File: src/rtl/lsu_pkg.sv
// ============================================================================
// Module : lsu_pkg
// Brief  : Shared funct3 codes and FSM state encoding for the load/store unit.
// Rev    : 1.0  initial release
// ============================================================================
`default_nettype none

package lsu_pkg;

  localparam logic [2:0] F3_LB  = 3'b000;
  localparam logic [2:0] F3_LH  = 3'b001;
  localparam logic [2:0] F3_LW  = 3'b010;
  localparam logic [2:0] F3_LBU = 3'b100;
  localparam logic [2:0] F3_LHU = 3'b101;

  typedef enum logic [2:0] {
    ST_IDLE  = 3'd0,
    ST_LOAD  = 3'd1,
    ST_MERGE = 3'd2,
    ST_WRITE = 3'd3,
    ST_RESP  = 3'd4
  } lsu_state_t;

endpackage

`default_nettype wire

File: src/rtl/lsu_align.sv
// ============================================================================
// Module : lsu_align
// Brief  : Combinational lane extraction/extension for loads and lane merge
//          for sub-word stores.
// Rev    : 1.0  initial release
// ============================================================================
`default_nettype none

module lsu_align
  import lsu_pkg::*;
#(
  parameter int XLEN = 32
) (
  input  logic [2:0]      funct3,
  input  logic [1:0]      lane,
  input  logic [XLEN-1:0] word,
  input  logic [XLEN-1:0] wdata,
  output logic [XLEN-1:0] load_data,
  output logic [XLEN-1:0] merge_data
);

  logic [7:0]  w_byte;
  logic [15:0] w_half;

  always_comb begin
    w_byte    = word[{lane, 3'b000} +: 8];
    w_half    = lane[1] ? word[31:16] : word[15:0];
    load_data = '0;
    case (funct3)
      F3_LB:   load_data = {{(XLEN-8){w_byte[7]}}, w_byte};
      F3_LBU:  load_data = {{(XLEN-8){1'b0}}, w_byte};
      F3_LH:   load_data = {{(XLEN-16){w_half[15]}}, w_half};
      F3_LHU:  load_data = {{(XLEN-16){1'b0}}, w_half};
      F3_LW:   load_data = word;
      default: load_data = '0;
    endcase
  end

  // Only the low byte/half of wdata is used for sub-word stores
  always_comb begin
    merge_data = wdata;
    case (funct3[1:0])
      2'b00: begin
        merge_data                          = word;
        merge_data[{lane, 3'b000} +: 8]     = wdata[7:0];
      end
      2'b01: begin
        merge_data                          = word;
        merge_data[{lane[1], 4'b0000} +: 16] = wdata[15:0];
      end
      default: merge_data = wdata;
    endcase
  end

endmodule

`default_nettype wire

File: src/rtl/lsu_mem_initiator.sv
// ============================================================================
// Module : lsu_mem_initiator
// Brief  : Single-outstanding load/store initiator to a word-addressed data
//          memory, with read-modify-write for SB/SH.
// Rev    : 1.0  initial release
// ============================================================================
`default_nettype none

module lsu_mem_initiator
  import lsu_pkg::*;
#(
  parameter int MEM_WORDS = 32,
  parameter int XLEN      = 32
) (
  input  logic            CLK,
  input  logic            RST,
  input  logic            req_valid,
  output logic            req_ready,
  input  logic [2:0]      req_funct3,
  input  logic            req_store,
  input  logic [XLEN-1:0] req_addr,
  input  logic [XLEN-1:0] req_wdata,
  output logic            resp_valid,
  input  logic            resp_ready,
  output logic [XLEN-1:0] resp_rdata,
  output logic            resp_err,
  output logic            mem_we,
  output logic [XLEN-1:0] mem_a,
  output logic [XLEN-1:0] mem_wd,
  input  logic [XLEN-1:0] mem_rd
);

  localparam logic [XLEN-1:0] c_mem_words = XLEN'(MEM_WORDS);

  lsu_state_t      r_state;
  lsu_state_t      w_next;
  logic [2:0]      r_f3;
  logic [1:0]      r_lane;
  logic [XLEN-1:0] r_mem_a;
  logic [XLEN-1:0] r_wd;
  logic [XLEN-1:0] r_rdata;
  logic            r_err;

  logic            w_oor;
  logic            w_f3_bad;
  logic            w_misal;
  logic            w_err;
  logic [XLEN-1:0] w_load_data;
  logic [XLEN-1:0] w_merge_data;

  always_comb begin
    w_oor    = {2'b00, req_addr[XLEN-1:2]} >= c_mem_words;
    w_misal  = ((req_funct3[1:0] == 2'b01) && req_addr[0]) ||
               ((req_funct3[1:0] == 2'b10) && (req_addr[1:0] != 2'b00));
    w_f3_bad = 1'b1;
    case (req_funct3)
      F3_LB, F3_LH, F3_LW: w_f3_bad = 1'b0;
      F3_LBU, F3_LHU:      w_f3_bad = req_store;
      default:             w_f3_bad = 1'b1;
    endcase
    w_err = w_oor || w_misal || w_f3_bad;
  end

  always_ff @(posedge CLK or posedge RST) begin
    if (RST) r_state <= ST_IDLE;
    else     r_state <= w_next;
  end

  always_comb begin
    w_next = r_state;
    case (r_state)
      ST_IDLE: begin
        if (req_valid) begin
          if (w_err)               w_next = ST_RESP;
          else if (!req_store)     w_next = ST_LOAD;
          else if (req_funct3 == F3_LW) w_next = ST_WRITE;
          else                     w_next = ST_MERGE;
        end
      end
      ST_LOAD:  w_next = ST_RESP;
      ST_MERGE: w_next = ST_WRITE;
      ST_WRITE: w_next = ST_RESP;
      ST_RESP:  if (resp_ready) w_next = ST_IDLE;
      default:  w_next = ST_IDLE;
    endcase
  end

  // r_wd carries the raw store data until MERGE replaces it with the merged word
  always_ff @(posedge CLK or posedge RST) begin
    if (RST) begin
      r_f3    <= '0;
      r_lane  <= '0;
      r_mem_a <= '0;
      r_wd    <= '0;
      r_rdata <= '0;
      r_err   <= 1'b0;
    end else begin
      case (r_state)
        ST_IDLE: begin
          if (req_valid) begin
            r_f3    <= req_funct3;
            r_lane  <= req_addr[1:0];
            r_mem_a <= {2'b00, req_addr[XLEN-1:2]};
            r_wd    <= req_wdata;
            r_rdata <= '0;
            r_err   <= w_err;
          end
        end
        ST_LOAD:  r_rdata <= w_load_data;
        ST_MERGE: r_wd    <= w_merge_data;
        default: ;
      endcase
    end
  end

  lsu_align #(
    .XLEN(XLEN)
  ) u_align (
    .funct3     (r_f3),
    .lane       (r_lane),
    .word       (mem_rd),
    .wdata      (r_wd),
    .load_data  (w_load_data),
    .merge_data (w_merge_data)
  );

  assign req_ready  = (r_state == ST_IDLE);
  assign resp_valid = (r_state == ST_RESP);
  assign mem_we     = (r_state == ST_WRITE);
  assign mem_a      = r_mem_a;
  assign mem_wd     = r_wd;
  assign resp_rdata = r_rdata;
  assign resp_err   = r_err;

endmodule

`default_nettype wire

File: config.mk
export PLATFORM = sky130hd
export DESIGN_NAME = lsu_mem_initiator
export DESIGN_NICKNAME = d
export VERILOG_FILES = /design/src/rtl/lsu_pkg.sv /design/src/rtl/lsu_align.sv /design/src/rtl/lsu_mem_initiator.sv
export SDC_FILE = /design/constraint.sdc
export NUM_CORES = 1
export LEC_CHECK = 0
export CORE_MARGIN = 4
export CORE_UTILIZATION = 46
export DETAILED_ROUTE_END_ITERATION = 8
export PLACE_DENSITY = 0.79
export SKIP_CTS_REPAIR_TIMING = 1
export SYNTH_ARGS = -nofsm -noshare
export SYNTH_HDL_FRONTEND = slang
export SYNTH_HIERARCHICAL = 1
export SYNTH_SLANG_ARGS = --single-unit
File: constraint.sdc
create_clock -name CLK -period 4.3 [get_ports CLK]
set_input_delay 0.43 -clock CLK [delete_from_list [all_inputs] [get_ports CLK]]
set_output_delay 0.43 -clock CLK [all_outputs]
set_load 0.02 [all_outputs]
Word level (Yosys, flattened, before mapping). Index checks and enable logic that the tools add are counted.

Memories kept: 0. Bits in writable memories: 0. Word-level logic and storage cells: 68. Input bits: 104. Bits in latches: 0. Flip-flop bits (word level): 103. ROM bits: 0.

Divide/modulo/power cells: 0. $mul: 0. Bitwise gates (word level): 0. $add $sub $neg: 2. Reduce and logical (&&, ||, !) cells: 19. Shift operators: 5. Magnitude comparators: 1. Equal/unequal tests: 18. Muxes and demuxes: 16.

Operators with widths (count): $pmux 32 s2 (3); $pmux 32 s5 (1); $bwmux 32 (2); $mux 32 (2); $shift 16x7->32 const A (1); $shift 8x7->32 const A (1); $shiftx 16x7->32 (1); $shiftx 32x6->8 (1); $shiftx 8x7->32 (1); $ge 30x6->1 const B (1); $mux 16 (1); $eq 3x3->1 const B (5); $neg 5->7 (2); $eq 3x2->1 const B (4); $pmux 3 s4 (1); $eq 3x1->1 const B (3); $logic_not 3->1 (3); $mux 3 (3); $reduce_and 2->1 (3); $reduce_bool 2->1 (3); $eq 2x1->1 const B (2); $reduce_or 2->1 (2); $logic_or 1x1->1 (3); $ne 3x1->1 const B (1); other kinds (10) (11).

Depth between registers and ports, before layout. Gate-level depths: netlist of run 1.

Depth after elaboration: 8. Mapped depth: 10.

By module. The synthesis of run 1 kept the hierarchy.

By module, submodules not included: lsu_mem_initiator (cells each 324, area an instance 4295.4 sq um, times used 1); lsu_align (cells each 235, area an instance 1560.2 sq um, times used 1).

Worst setup path before layout of run 1. Ideal clock, no wire load.

Path type: register -> register. From: register r_lane[1]. To: register r_wd[16] (netlist: mem_wd[16]). Arrival time: 2128 ps. Setup time: 77 ps. Slack: 2095 ps. Cell stages (with the launch flop): 11. Period minus slack after synthesis: 2205 ps. Data required time: 4223 ps. Buffers on the path: 2. Cells stage by stage: dfrtp_1 > clkbuf_2 > buf_2 > inv_1 > ha_1 > inv_1 > nor4b_2 > a21oi_1 > o221ai_1 > nand2_1 > o21ai_1.

Longest elaborated chain between the ends: 5. Elaborated cells on any way between the ends: 10. Classes of those cells: add/sub (2); shift (4); mux (4).

RTL lines: start: declaration (RTL line lsu_mem_initiator.sv:38) `logic [1:0] r_lane;`; start signal: assignment (RTL line lsu_mem_initiator.sv:102) `r_lane <= req_addr[1:0];`; $neg 5->7, on equally long branches (RTL line lsu_align.sv:49, lsu_align.sv:45); $shiftx 16x7->32 (tied with other cells) (RTL line lsu_align.sv:49) `merge_data[{lane[1], 4'b0000} +: 16] = wdata[15:0];`; $bwmux 32, on equally long branches (RTL line lsu_align.sv:49, lsu_align.sv:45); $pmux 32 s2 * (RTL line lsu_align.sv:42) `case (funct3[1:0])`; net w_merge_data[16] (RTL line lsu_mem_initiator.sv:49) `logic [XLEN-1:0] w_merge_data;`; $pmux 32 s2 * (RTL line lsu_mem_initiator.sv:98) `case (r_state)`; end signal: assignment (RTL line lsu_mem_initiator.sv:104) `r_wd <= req_wdata;`; end signal: assignment (RTL line lsu_mem_initiator.sv:110) `ST_MERGE: r_wd <= w_merge_data;`; end: declaration (RTL line lsu_mem_initiator.sv:40) `logic [XLEN-1:0] r_wd;`.

Mark *: on every way through the listed nets, which the timed path passes. The rest lies on a longest branch. A chain may end at the register's enable or synchronous reset.

Worst setup path after layout of run 1. Ends and elaborated chain as after synthesis.

==> metrics, run 1 <==
outcome=complete, no violations; worst-skew pair later-pin latency=350 ps; Slew @ Worst Pin=1311 ps; die width=120.8 um; Fin Clk Skew=~5 ps; GP Congestion=0.9132; drt first pass iters=7; synthesized instance count=559; post-synthesis simple-gate area fraction=11.99%; Synth Area in XOR/XNOR=0%; commonest non-fill, non-tap cell in the layout=clkdlybuf4s50_1; Tcrit/Tclk final=between 60% and 70%; sum of negative setup slack=0 ps; starting density of the core=47.95%; proportion of synthesized area in mux cells=15.15%; Most used DFF post-synth=dfrtp_1; share of power burned in registers=37.3%; Max VDD drop=approximately 260 uV; Critical Path AT=3000 ps; Slew HR=12.50%; Adder-Cell Fraction of Synth Area=1.068%; Tmin final=2732 ps; share of Yosys cell area claimed by the top area cell type=44.02%; Post-synth ARST share=100.0%; num ports=204; Total Wirelength=19790 um; H-tree levels=3; Max Slew Vio Count=0; die area=roughly 15000 um2; initial antenna violation count=0; CP Launch Type=flip-flop; Static Leak=approximately 3.4 nW; CP required=around 4600 ps; compound-cell area share of the yosys netlist=22.09%; Logic pwr share=40.8%; clock power share=between 20% and 30%; core area=~12000 um2; pwr dens=427.9 nW/um2; CTS Buf Count=9; DRT iter0 DRCs=between 600 and 700; Clock Sinks=103; Netlist Area Pre-Place=5856 um2; Final Setup Violations=0; main combinational cell family by area after synthesis=compound AO/OA/AOI/OAI gates; Die Height=about 120 um; residual DRC count=0; CTS Root Cell=clkbuf_16; Seq/Total Area, Yosys=44.02%; post-route antenna net violation count=0; Worst Path Max Fanout=25; largest net degree at the start of global routing=75; # port buffers=~200; net load switching power=0.001274 W; Layout Nets=848; CTS tree=done; Crit Path Class=reg -> reg; Synth Register Bits=103; post-DP HPWL=14610 um; syn_area_per_cell=10.48 um2; Switching Share=36.66%; final cell utilization of the core=~67%; Overall Global Routing Usage=between 20% and 30%; Vias/cell=just under 6; Power Internal=0.002201 W; Crit. End Element=flip-flop; distinct cell type count of the synthesized netlist=53; Yosys top cell by area=dfrtp_1; ant diodes=0; fraction of layout cells with a size suffix above 1=11.04%; first-pass GRT wire length=30520 um; Vias=5395; final hold vios=0; num rows=40; synthesis-to-layout area growth=38.72%; CTS clk-pin slew, worst paths=70 ps; vias in the first global route=5582; DR WL/cell=21.72 um; unrepaired setup endpoints after global routing=false; Max Cap Viol=0; CTS Buffer Depth=2; total grt overflow=0; Area contributors post-synth=dfrtp_1 (44%), mux2i_1 (8.0%), mux2_2 (7.1%); Max Clk Rate=roughly 370 MHz; Yosys Warn Count=6; fill count=997; EDFF count, synth=0; commonest cells after routing, fill and taps aside=clkdlybuf4s50_1 (201), dfrtp_1 (103), nand2_1 (69); Min-Delay Path Class=reg -> reg
==> critical path, cell delays in order, from the launching register on <==
cell and delay [ps]:
dfrtp_1 340, buf_4 360, ha_1 480, nor4b_2 850, a21oi_1 190, o221ai_1 240
nand2_1 70, o21ai_1 120
==> final timing paths <==
check	start	endpoint	slack [ps]	cells past startpoint
worst max register to register	r_lane[1]$_DFFE_PP0P_	mem_wd[16]$_DFFE_PP0P_	1570	7
min in group asynchronous	RST	resp_rdata[20]$_DFFE_PP0P_	650	2
worst min register to register	resp_rdata[6]$_DFFE_PP0P_	resp_rdata[6]$_DFFE_PP0P_	500	1
worst max-delay path	r_lane[1]$_DFFE_PP0P_	mem_wd[16]$_DFFE_PP0P_	1570	7
worst min-delay path	resp_rdata[6]$_DFFE_PP0P_	resp_rdata[6]$_DFFE_PP0P_	500	1
max in group asynchronous	RST	mem_wd[22]$_DFFE_PP0P_	2710	3
==> state kept, by name, summed over array words and instances, names as in the netlist <==
register / count
mem_a: 30
mem_wd: 32
r_f3: 3
r_lane: 2
r_state: 3
resp_err: 1
resp_rdata: 32
==> power groups by stage <==
stage	combinational (W)	sequential, W	clock (W)
2_1_floorplan	0.000733	0.00140	0
3_3_place_gp	0.00138	0.00130	0
3_5_place_dp	0.00140	0.00131	0
4_1_cts	0.00141	0.00129	0.000777
5_1_grt	0.00152	0.00132	0.000818
6_report	0.00142	0.00130	0.000760
==> logic make-up after synthesis <==
group,count (synthesis)
buffers and inverters,48
AO/OA/AOI/OAI,170
multiplexers,84
AND/OR/NAND/NOR,148
other,1
flip-flops,103
adder cells (fa/ha/maj),5
==> through the flow <==
stage / instances / worst slack, ps / total power (W) / area, um2 / hold slack, ps
final: 911 / 1568 / 0.003476 / 8123 / 499.1
after global routing: 911 / 1491 / 0.003653 / 8123 / 515.3
after CTS: 911 / 1657 / 0.003479 / 8123 / 502.8
after detailed placement: 896 / 1676 / 0.002709 / 7858 / 481.0
after global placement: 896 / 1760 / 0.002686 / 7858 / 483.7
after floorplan: 560 / 1166 / 0.002135 / 5859 / 533.0
==> layer usage <==
metal  vias up  part of all wire [%]  GRT usage [%]
met5         -                     0              0
met2       348                    46          43.24
met3        53                    11          8.746
met1      2565                    40          33.32
met4         0                   3.5          11.76
li1       2429                     -              -
==> area by class of cell <==
| cell class | count | area (um2) | share of cell area, % |
|---|---|---|---|
| multi-input combinational | 409 | 2973 | 36.60 |
| tap | 168 | 210.2 | 2.588 |
| sequential | 103 | 2577 | 31.73 |
| inverter | 8 | 32.53 | 0.4005 |
| clock buffer | 12 | 246.5 | 3.034 |
| clock inverter | 3 | 18.77 | 0.2311 |
| timing repair buffer | 208 | 2064 | 25.42 |
==> synthesized netlist by cell type (3+ instances only) <==
library cell  instances
dfrtp_1             103
nand2_1              69
mux2i_1              47
a22o_1               41
mux2_2               37
nor2_1               31
o21ai_1              24
a21oi_1              21
a221o_1              18
a21o_1               17
buf_6                11
buf_2                10
nor2b_1              10
clkbuf_1              9
o21ai_0               9
o21ai_2               9
o221ai_1              8
a22oi_1               7
and2_1                7
inv_1                 6
nor3_1                6
nor4_1                6
buf_4                 5
ha_1                  5
a31o_2                4
a221oi_1              3
buf_8                 3
nand2b_1              3
(Power assumes the default switching activity.)
==> run 2: changes to the inputs <==
Settings changed: CORE_UTILIZATION 46 to 42, PLACE_DENSITY 0.79 to 0.76.
Clock period 4.3 ns to 2.4 ns, I/O delays scaled along.
==> run 2 against run 1 <==
- die area is 8.9% higher
- non-clock buffer count grew 13
- wire length increased by 2.1%
- clock-buffer cell count fell by 2
- largest cell class unchanged
==> metrics, run 2 (same netlist as run 1, synthesis figures left out) <==
placed cells=917 (+2.3%); total grt overflow=0 (unchanged); GP Congestion=0.9569 (+4.8%); Max VDD drop=511.8 uV (+95%); Static Leak=3.530 nW (+3.2%); grt met2 use=40.03% (-3.2 points); Switching Share=35.22% (-1.4 points); starting density of the core=43.53% (-4.4 points); DP Area=8016 um2 (+2.0%); post-DP HPWL=15260 um (+4.5%); share of power burned in registers=34.7% (-2.6 points); Clock Sinks=103 (unchanged); Slew HR=16.76% (+4.3 points); Layout Nets=861 (+1.5%); Total Wirelength=20210 um (+2.1%); CTS Buf Count=9 (unchanged); Slew @ Worst Pin=1247 ps (-63.87 ps); worst-skew pair later-pin latency=360 ps (about the same); vias in the first global route=5728 (+2.6%); Finished Cell Area=8364 um2 (+3.0%); DRT iter0 DRCs=558 (-17%); clock power share=25.6% (+3.7 points); commonest non-fill, non-tap cell in the layout=clkdlybuf4s50_1; net load switching power=0.002342 W (+84%); Max Cap Viol=0 (unchanged); ant diodes=0 (unchanged); Min-Delay Path Class=in -> async; Power Internal=0.004308 W (+96%); worst reg2reg path endpoint=mem_wd[7]$_DFFE_PP0P_; num ports=204 (unchanged); largest net degree at the start of global routing=72 (-4.0%); Worst R2R Start=r_f3[0]$_DFFE_PP0P_; Slowest cell on crit path=dfrtp_1; die area=15890 um2 (+8.9%); met1 usage=32.13% (-1.2 points); core area=13450 um2 (+10%); Critical Path AT=2460 ps (-540 ps); Max Slew Vio Count=0 (unchanged); fill count=1110 (+11%); num rows=42 (+5.0%); Crit Path Class=reg -> reg; Crit. End Element=flip-flop; cell count of the worst reg-to-reg path=6 (-1); Worst Path Max Fanout=15 (-40%); Tmin final=2176 ps (-555.9 ps); H-tree levels=3 (unchanged); # port buffers=201 (unchanged); Final Setup Violations=0 (unchanged); CTS Buffer Depth=2 (unchanged); Max Clk Rate=459.6 MHz (+26%); fraction of layout cells with a size suffix above 1=13.08% (+2.0 points); Total Power=0.006650 W (+91%); Reg2Reg Setup Slack=220 ps (-1340 ps); CP required=2690 ps (-1870 ps); Tcrit/Tclk final=90.65% (+27 points); area taken by multi-input logic gates=2973 um2 (unchanged); Vias/cell=5.789 (-2.2%); CTS clk-pin slew, worst paths=70 ps (about the same); CTS tree=done; Logic pwr share=39.7% (-1.1 points); Die Height=126.1 um (+4.3%); commonest cells after routing, fill and taps aside=clkdlybuf4s50_1 (201), dfrtp_1 (102), nand2_1 (69); sum of negative setup slack=0 ps (unchanged); CP Launch Type=flip-flop; initial antenna violation count=0 (unchanged); Fin Clk Skew=8.227 ps (+3.118 ps); CP Cell Sequence=and2_1 -> nor2_1 -> nor2_1 -> a22o_1 -> nand2_1 -> o21ai_2; Finished Layout Cells=933 (+2.4%); CP max stage delay=630 ps (-220 ps); first-pass GRT wire length=31670 um (+3.8%); most used cell, CP=nor2_1; Vias=5401 (+0.11%); synthesis-to-layout area growth=42.84%; CTS Root Cell=clkbuf_16; Overall Global Routing Usage=25.25% (-1.7 points); residual DRC count=0 (unchanged); unrepaired setup endpoints after global routing=false; drt first pass iters=5 (-2); FF+latch area=2579 um2 (about the same); met3 usage=7.155% (-1.6 points); DR WL/cell=21.66 um (-0.29%); final hold vios=0 (unchanged); die width=126.1 um (+4.3%); GR peak layer=met2; post-route antenna net violation count=0 (unchanged); outcome=complete, no violations; pwr dens=795.1 nW/um2 (+86%)
## run 2: worst max-delay path, delay by kind of cell, from the launching register on
family	cells	cell delay, ps
and+or+nand+nor	4	1150
DFF	1	630
AOI/OAI and AO/OA	2	340
## run 2: how the worst max path moves through the flow
| stage | start | to | slack (ps) |
|---|---|---|---|
| 6_report | r_f3[0]$_DFFE_PP0P_ | mem_wd[7]$_DFFE_PP0P_ | 220 |
| 4_1_cts | r_lane[1]$_DFFE_PP0P_ | mem_wd[19]$_DFFE_PP0P_ | 110 |
| 5_1_grt | r_f3[0]$_DFFE_PP0P_ | mem_wd[7]$_DFFE_PP0P_ | 110 |
| 2_1_floorplan | r_lane[1]$_DFFE_PP0P_ | mem_wd[16]$_DFFE_PP0P_ | 200 |
| 3_5_place_dp | mem_rd[23] | resp_rdata[10]$_DFFE_PP0P_ | 130 |
| 3_3_place_gp | r_lane[1]$_DFFE_PP0P_ | mem_wd[20]$_DFFE_PP0P_ | 190 |
## run 2: power by group through the flow
stage	clock network (W)	registers (W)	logic, W
floorplan	0	0.00251	0.00131
detailed placement	0	0.00233	0.00260
global route	0.00179	0.00235	0.00282
finish	0.00170	0.00231	0.00264
CTS	0.00173	0.00230	0.00262
global placement	0	0.00232	0.00257
## run 2: metrics by stage
stage,hold WS (ps),utilization [%],setup WS (ps)
floorplan,391.2,-,195.5
global placement,484.1,59.59,193.9
detailed placement,484.8,59.59,129.3
CTS,336.3,62.17,113.1
global route,378.8,62.17,106.7
finish,322.3,62.17,224.3
## run 2: area by class of cell
type	count	area share, %
inverters	8	0.4039
clock buffers	10	2.857
multi-input cells	409	35.54
clock inverters	6	1.286
well taps	176	2.633
flip-flops and latches	103	30.83
repair buffers	221	26.45
## run 2: routing by layer
layer  wire [um]  vias up
met3        2099       53
met2        9078      313
met5           0        -
li1            -     2466
met4         838        0
met1        8194     2569
==> variant 1, RTL diff (flow settings as in run 2) <==
`XLEN` is set to 32 in 2 places; all go to 64.
--- a/src/rtl/lsu_align.sv
+++ b/src/rtl/lsu_align.sv
@@ -9,7 +9,7 @@
 module lsu_align
   import lsu_pkg::*;
 #(
-  parameter int XLEN = 32
+  parameter int XLEN = 64
 ) (
   input  logic [2:0]      funct3,
   input  logic [1:0]      lane,
--- a/src/rtl/lsu_mem_initiator.sv
+++ b/src/rtl/lsu_mem_initiator.sv
@@ -10,7 +10,7 @@
   import lsu_pkg::*;
 #(
   parameter int MEM_WORDS = 32,
-  parameter int XLEN      = 32
+  parameter int XLEN      = 64
 ) (
   input  logic            CLK,
   input  logic            RST,
Ports: changed (6 resized); port bits go from 204 to 396. No check against the original RTL was run, so the function may have changed too.
==> variant 1 against run 2 <==
The run now ends with DRC left. Synthesized area rose by 86%. Critical endpoint is now mem_wd[60]. First-iteration DRC count increased by 110%. Largest power group unchanged. Synthesized cell count grew 81%. Worst hold slack worse by 0.26 ns. Total power up 87%. Utilization up 0.096 points. Routed wire length increased by 100%. Clock power up 73%. Cell area up 89%. Combinational power up 94%. Via count rose by 90%. Sequential cell count up 96. Fmax decreased by 1.2%. Worst setup slack worse by 0.027 ns.
==> variant 1: results (changes against run 2) <==
power:
  irDropWorstVdd_mv: 0.3988  # -22%
  p_leak_nw: 6.319  # +79%
clock_network:
  cts_buffers: 17  # +8
  clk_pin_slew_ns: 0.08
  clockRootBuffer: "clkbuf_16"
  max-clock-path-buffers: 2  # unchanged
  ctsHtreeMaxLevel: 4  # +1
  clk_latency_ns: 0.43  # +0.07 ns
layout:
  drive_gt1_share_pct: 11.77  # -1.3 points
  seq_area_mm2: 0.004985  # +93%
  layoutNonFillerInstCount: 1707  # +83%
  nets: 1569  # +82%
  nFillCells: 2122  # +91%
sta:
  hold_ws_ns: 0.06654  # -0.2558 ns
  skew_ns: 0.01457  # +0.006341 ns
  maxSlewHeadroom_pct: 35.58  # +19 points
grt:
  grt_pass1_vias: 10500  # +83%
  grt_pass1_wl_um: 61750  # +95%
  gr-usage-met2_pct: 45.22  # +5.2 points
  antenna_found_initial: 1  # +1
  met3_usage_pct: 7.710  # +0.56 points
  grt_util_met1_pct: 33.72  # +1.6 points
  grt_max_degree: 89  # +24%
  grt.total_usage_pct: 27.45  # +2.2 points
hold_path:
  worstHoldPathType: "in2async"
setup_path:
  rr_startpoint: "r_lane[0]"
  cp_max_fo: 10  # -5
  reg2reg_slack_ns: 0.20  # -0.03 ns
  critPathMaxStageDelay_ns: 0.78  # +0.15 ns
  cp.arrival_ns: 2.55  # +0.09 ns
  r2r-end: "mem_wd[60]"
  crit_family: "compound AO/OA/AOI/OAI gates"
  r2r_cells: 7  # +1
  cp_slowest_cell: "a21oi_1"
logic_synthesis:
  netlist_instances: 1014  # +81%
  synth_common_cells: "dfrtp_1, a22o_1, mux2i_1, nand2_1, mux2_2"
  ys_types: 56  # +5.7%
  synth_area_leaders: "dfrtp_1, mux2i_1, a22o_1, mux2_2, a211oi_1"
  synthArstFlopShare_pct: 100.0  # unchanged
  ys_seq_area_share_pct: 45.64  # +1.6 points
  ys.flop_type: "dfrtp_1"
route:
  viasPerCell: 6.003  # +3.7%
  route.detailed.drc: 1  # +1
  drt_iter0_markers: 1151  # +110%
  wl_met3_um: 3940  # +88%
  dr.pass1.iters: 8  # +3
  wl_met1_um: 15430  # +88%
  wl_um: 40560  # +100%
  maxUsedRoutingLayer: "met4"
  dr_wl_met2_um: 19390  # +110%
placed_design:
  dp_slack_ns: 0.1887  # +0.05935 ns
  place_inst: 1674  # +83%
  routabilityCongestion: 0.8733  # -8.7%
  placed_cell_area_mm2: 0.01522  # +90%
  dp_hpwl_um: 29910  # +96%
  io_buffers: 393  # +96%
run_status:
  failed_checks: "DRC"
  outcome: "finished, violations left"
==> variant 1: cell types whose count changed after synthesis, moves of 22 or more <==
| cell | before | now |
|---|---|---|
| a211oi_1 | 1 | 49 |
| a22o_1 | 41 | 97 |
| a22oi_1 | 7 | 48 |
| buf_2 | 10 | 37 |
| clkbuf_1 | 9 | 35 |
| dfrtp_1 | 103 | 199 |
| mux2_2 | 37 | 75 |
| mux2i_1 | 47 | 90 |
| nor2_1 | 31 | 9 |
| o21ai_1 | 24 | 65 |
==> variant 1: cells by family after synthesis <==
| kind of cell | share of synthesized area, % |
|---|---|
| other | 0.03437 |
| adders and majority gates | 0.6881 |
| muxes | 16.14 |
| and+or+nand+nor | 9.071 |
| DFF | 45.64 |
| AOI/OAI and AO/OA | 23.18 |
| buffers and inverters | 5.252 |
==> variant 1: layout make-up <==
class / count / area share (%)
diodes: 1 / 0.01582
well taps: 330 / 2.611
multi-input cells: 699 / 34.10
inverters: 14 / 0.3560
repair buffers: 432 / 27.67
flip-flops and latches: 199 / 31.52
clock buffers: 18 / 2.713
clock inverters: 14 / 1.013
==> variant 1: worst max path at each step <==
stage,startpoint,endpoint,slack [ns],cells after the start
2_1_floorplan,RST,mem_a[0],-0.41,1
3_3_place_gp,r_lane[0],mem_wd[58],0.26,7
3_5_place_dp,r_lane[0],mem_wd[56],0.19,7
4_1_cts,r_lane[0],mem_wd[62],0.19,7
5_1_grt,r_lane[0],mem_wd[62],0.02,7
6_report,r_lane[0],mem_wd[60],0.20,7
==> variant 1: power breakdown <==
part	leakage [nW]	total, W	internal [W]	switching [W]
sequential	2.47	0.00438	0.00385	0.000526
clock	0.289	0.00294	0.00149	0.00145
combinational	3.56	0.00511	0.00244	0.00267
total	6.32	0.0124	0.00779	0.00464
==> variant 2, RTL diff (config.mk and constraints of run 2) <==
Made on the original files. Encoding of `lsu_state_t`: now one-hot (5 bits for 5 states).
--- a/src/rtl/lsu_pkg.sv
+++ b/src/rtl/lsu_pkg.sv
@@ -13,12 +13,12 @@
   localparam logic [2:0] F3_LBU = 3'b100;
   localparam logic [2:0] F3_LHU = 3'b101;
 
-  typedef enum logic [2:0] {
-    ST_IDLE  = 3'd0,
-    ST_LOAD  = 3'd1,
-    ST_MERGE = 3'd2,
-    ST_WRITE = 3'd3,
-    ST_RESP  = 3'd4
+  typedef enum logic [4:0] {
+    ST_IDLE  = 5'b00001,
+    ST_LOAD  = 5'b00010,
+    ST_MERGE = 5'b00100,
+    ST_WRITE = 5'b01000,
+    ST_RESP  = 5'b10000
   } lsu_state_t;
 
 endpackage
Check against the original RTL: same outputs for any inputs over 4 cycles, from zero or initial values and one cycle with RST high; so few cycles prove little.
==> variant 2 against run 2 <==
First-iteration DRC count fell by 8.6%. Highest routed layer unchanged. Die area barely moved. Total power rose by 42%. Worst setup slack got worse by 0.071 ns. Routed wire length rose by 3.4%. Synthesized area barely moved. Cell area rose by 1.4%. Sequential cell count rose by 2. Final cell count rose by 2.4%.
==> variant 2: results (changes against run 2) <==
logic_synthesis:
  synth_fa_ha_area_share_pct: 1.069  # about the same
  ys_types: 55  # +3.8%
  synth_area_leaders: "dfrtp_1, mux2i_1, mux2_2, a22o_1, a21oi_1"
  synthXorXnorAreaFrac_pct: 0.1496  # +0.15 points
  yosys-mux-area-fraction_pct: 15.15  # about the same
  synth_compound_area_share_pct: 21.67  # -0.42 points
  ys_seq_area_share_pct: 44.90  # +0.89 points
  synth_common_cells: "dfrtp_1, nor2_1, a21oi_1, mux2i_1, a22o_1"
clock_network:
  clk_pin_slew_ns: 0.07  # about the same
setup_path:
  r2r_cells: 9  # +3
  cp.arrival_ns: 2.53  # +0.07 ns
  crit_family: "flip-flops"
  cp-endpoint: "mem_wd[16]"
  startpoint: "r_lane[0]"
  rr_startpoint: "r_lane[0]"
  reg2reg_slack_ns: 0.15  # -0.07 ns
  cp_max_fo: 12  # -3
  cp_slowest_cell: "dfrtp_1"
power:
  irDropWorstVdd_mv: 0.5959  # +16%
  p_int_w: 0.005577  # +29%
  p_leak_nw: 3.828  # +8.4%
hold_path:
  worstHoldPathType: "in2async"
grt:
  grt.total_usage_pct: 26.01  # +0.76 points
  grt_pass1_wl_um: 32690  # +3.2%
  grt_pass1_vias: 5733  # +0.087%
  grt_max_degree: 106  # +47%
layout:
  n_antenna_cell: 0  # unchanged
  nFillCells: 1147  # +3.3%
  nets: 883  # +2.6%
  drive_gt1_share_pct: 13.09  # +0.016 points
placed_design:
  placed_cell_area_mm2: 0.008160  # +1.8%
  routabilityCongestion: 0.9167  # -4.2%
  dp_hpwl_um: 15600  # +2.2%
sta:
  worstMarginPinSlew_ns: 0.8729  # -0.3743 ns
  skew_ns: 0.004347  # -0.003880 ns
route:
  via_count: 5521  # +2.2%
  drt_iter0_markers: 510  # -8.6%
  wire_per_inst_um: 21.88  # +1.0%
run_status:
  outcome: "finished clean"
[variant 2: power groups by stage]
stage          sequential (W)  combinational [W]  clock [W]
5_1_grt               0.00291            0.00532    0.00169
6_report              0.00284            0.00498    0.00160
2_1_floorplan         0.00324            0.00243          0
3_3_place_gp          0.00284            0.00486          0
4_1_cts               0.00283            0.00494    0.00163
3_5_place_dp          0.00286            0.00492          0
[variant 2: layout make-up]
cell class | instances | area share [%]
Multi-Input combinational cell | 416 | 35.39
Sequential cell | 105 | 30.99
Timing Repair Buffer | 234 | 26.94
Clock buffer | 11 | 2.744
Tap cell | 176 | 2.596
Clock inverter | 5 | 0.9441
Inverter | 8 | 0.3983
[variant 2: worst min-delay path, delay by kind of cell]
kind,cells,cell delay (ns)
buffers and inverters,3,0.95
[variant 2: stage by stage]
stage | hold slack, ns | total power, W | instances | setup slack [ns] | utilization, %
after global placement | 0.4873 | 0.007701 | 939 | 0.2064 | 60.66
after CTS | 0.4125 | 0.009408 | 955 | 0.1346 | 62.98
final | 0.3770 | 0.009415 | 955 | 0.1528 | 63.05
after global routing | 0.4397 | 0.009922 | 955 | 0.01585 | 63.05
after detailed placement | 0.4813 | 0.007781 | 939 | 0.1559 | 60.66
after floorplan | 0.3056 | 0.005677 | 568 | 0.1507 | -
[variant 2: routing by layer]
metal  wire length (um)  track usage (%)  vias to the layer above  share of wire, %
met4                480            9.022                        0               2.3
met3               2077            7.240                       24               9.9
met5                  0                0                        -                 0
met1               8667            34.26                     2675                41
li1                   -                -                     2513                 -
met2               9673            41.38                      309                46
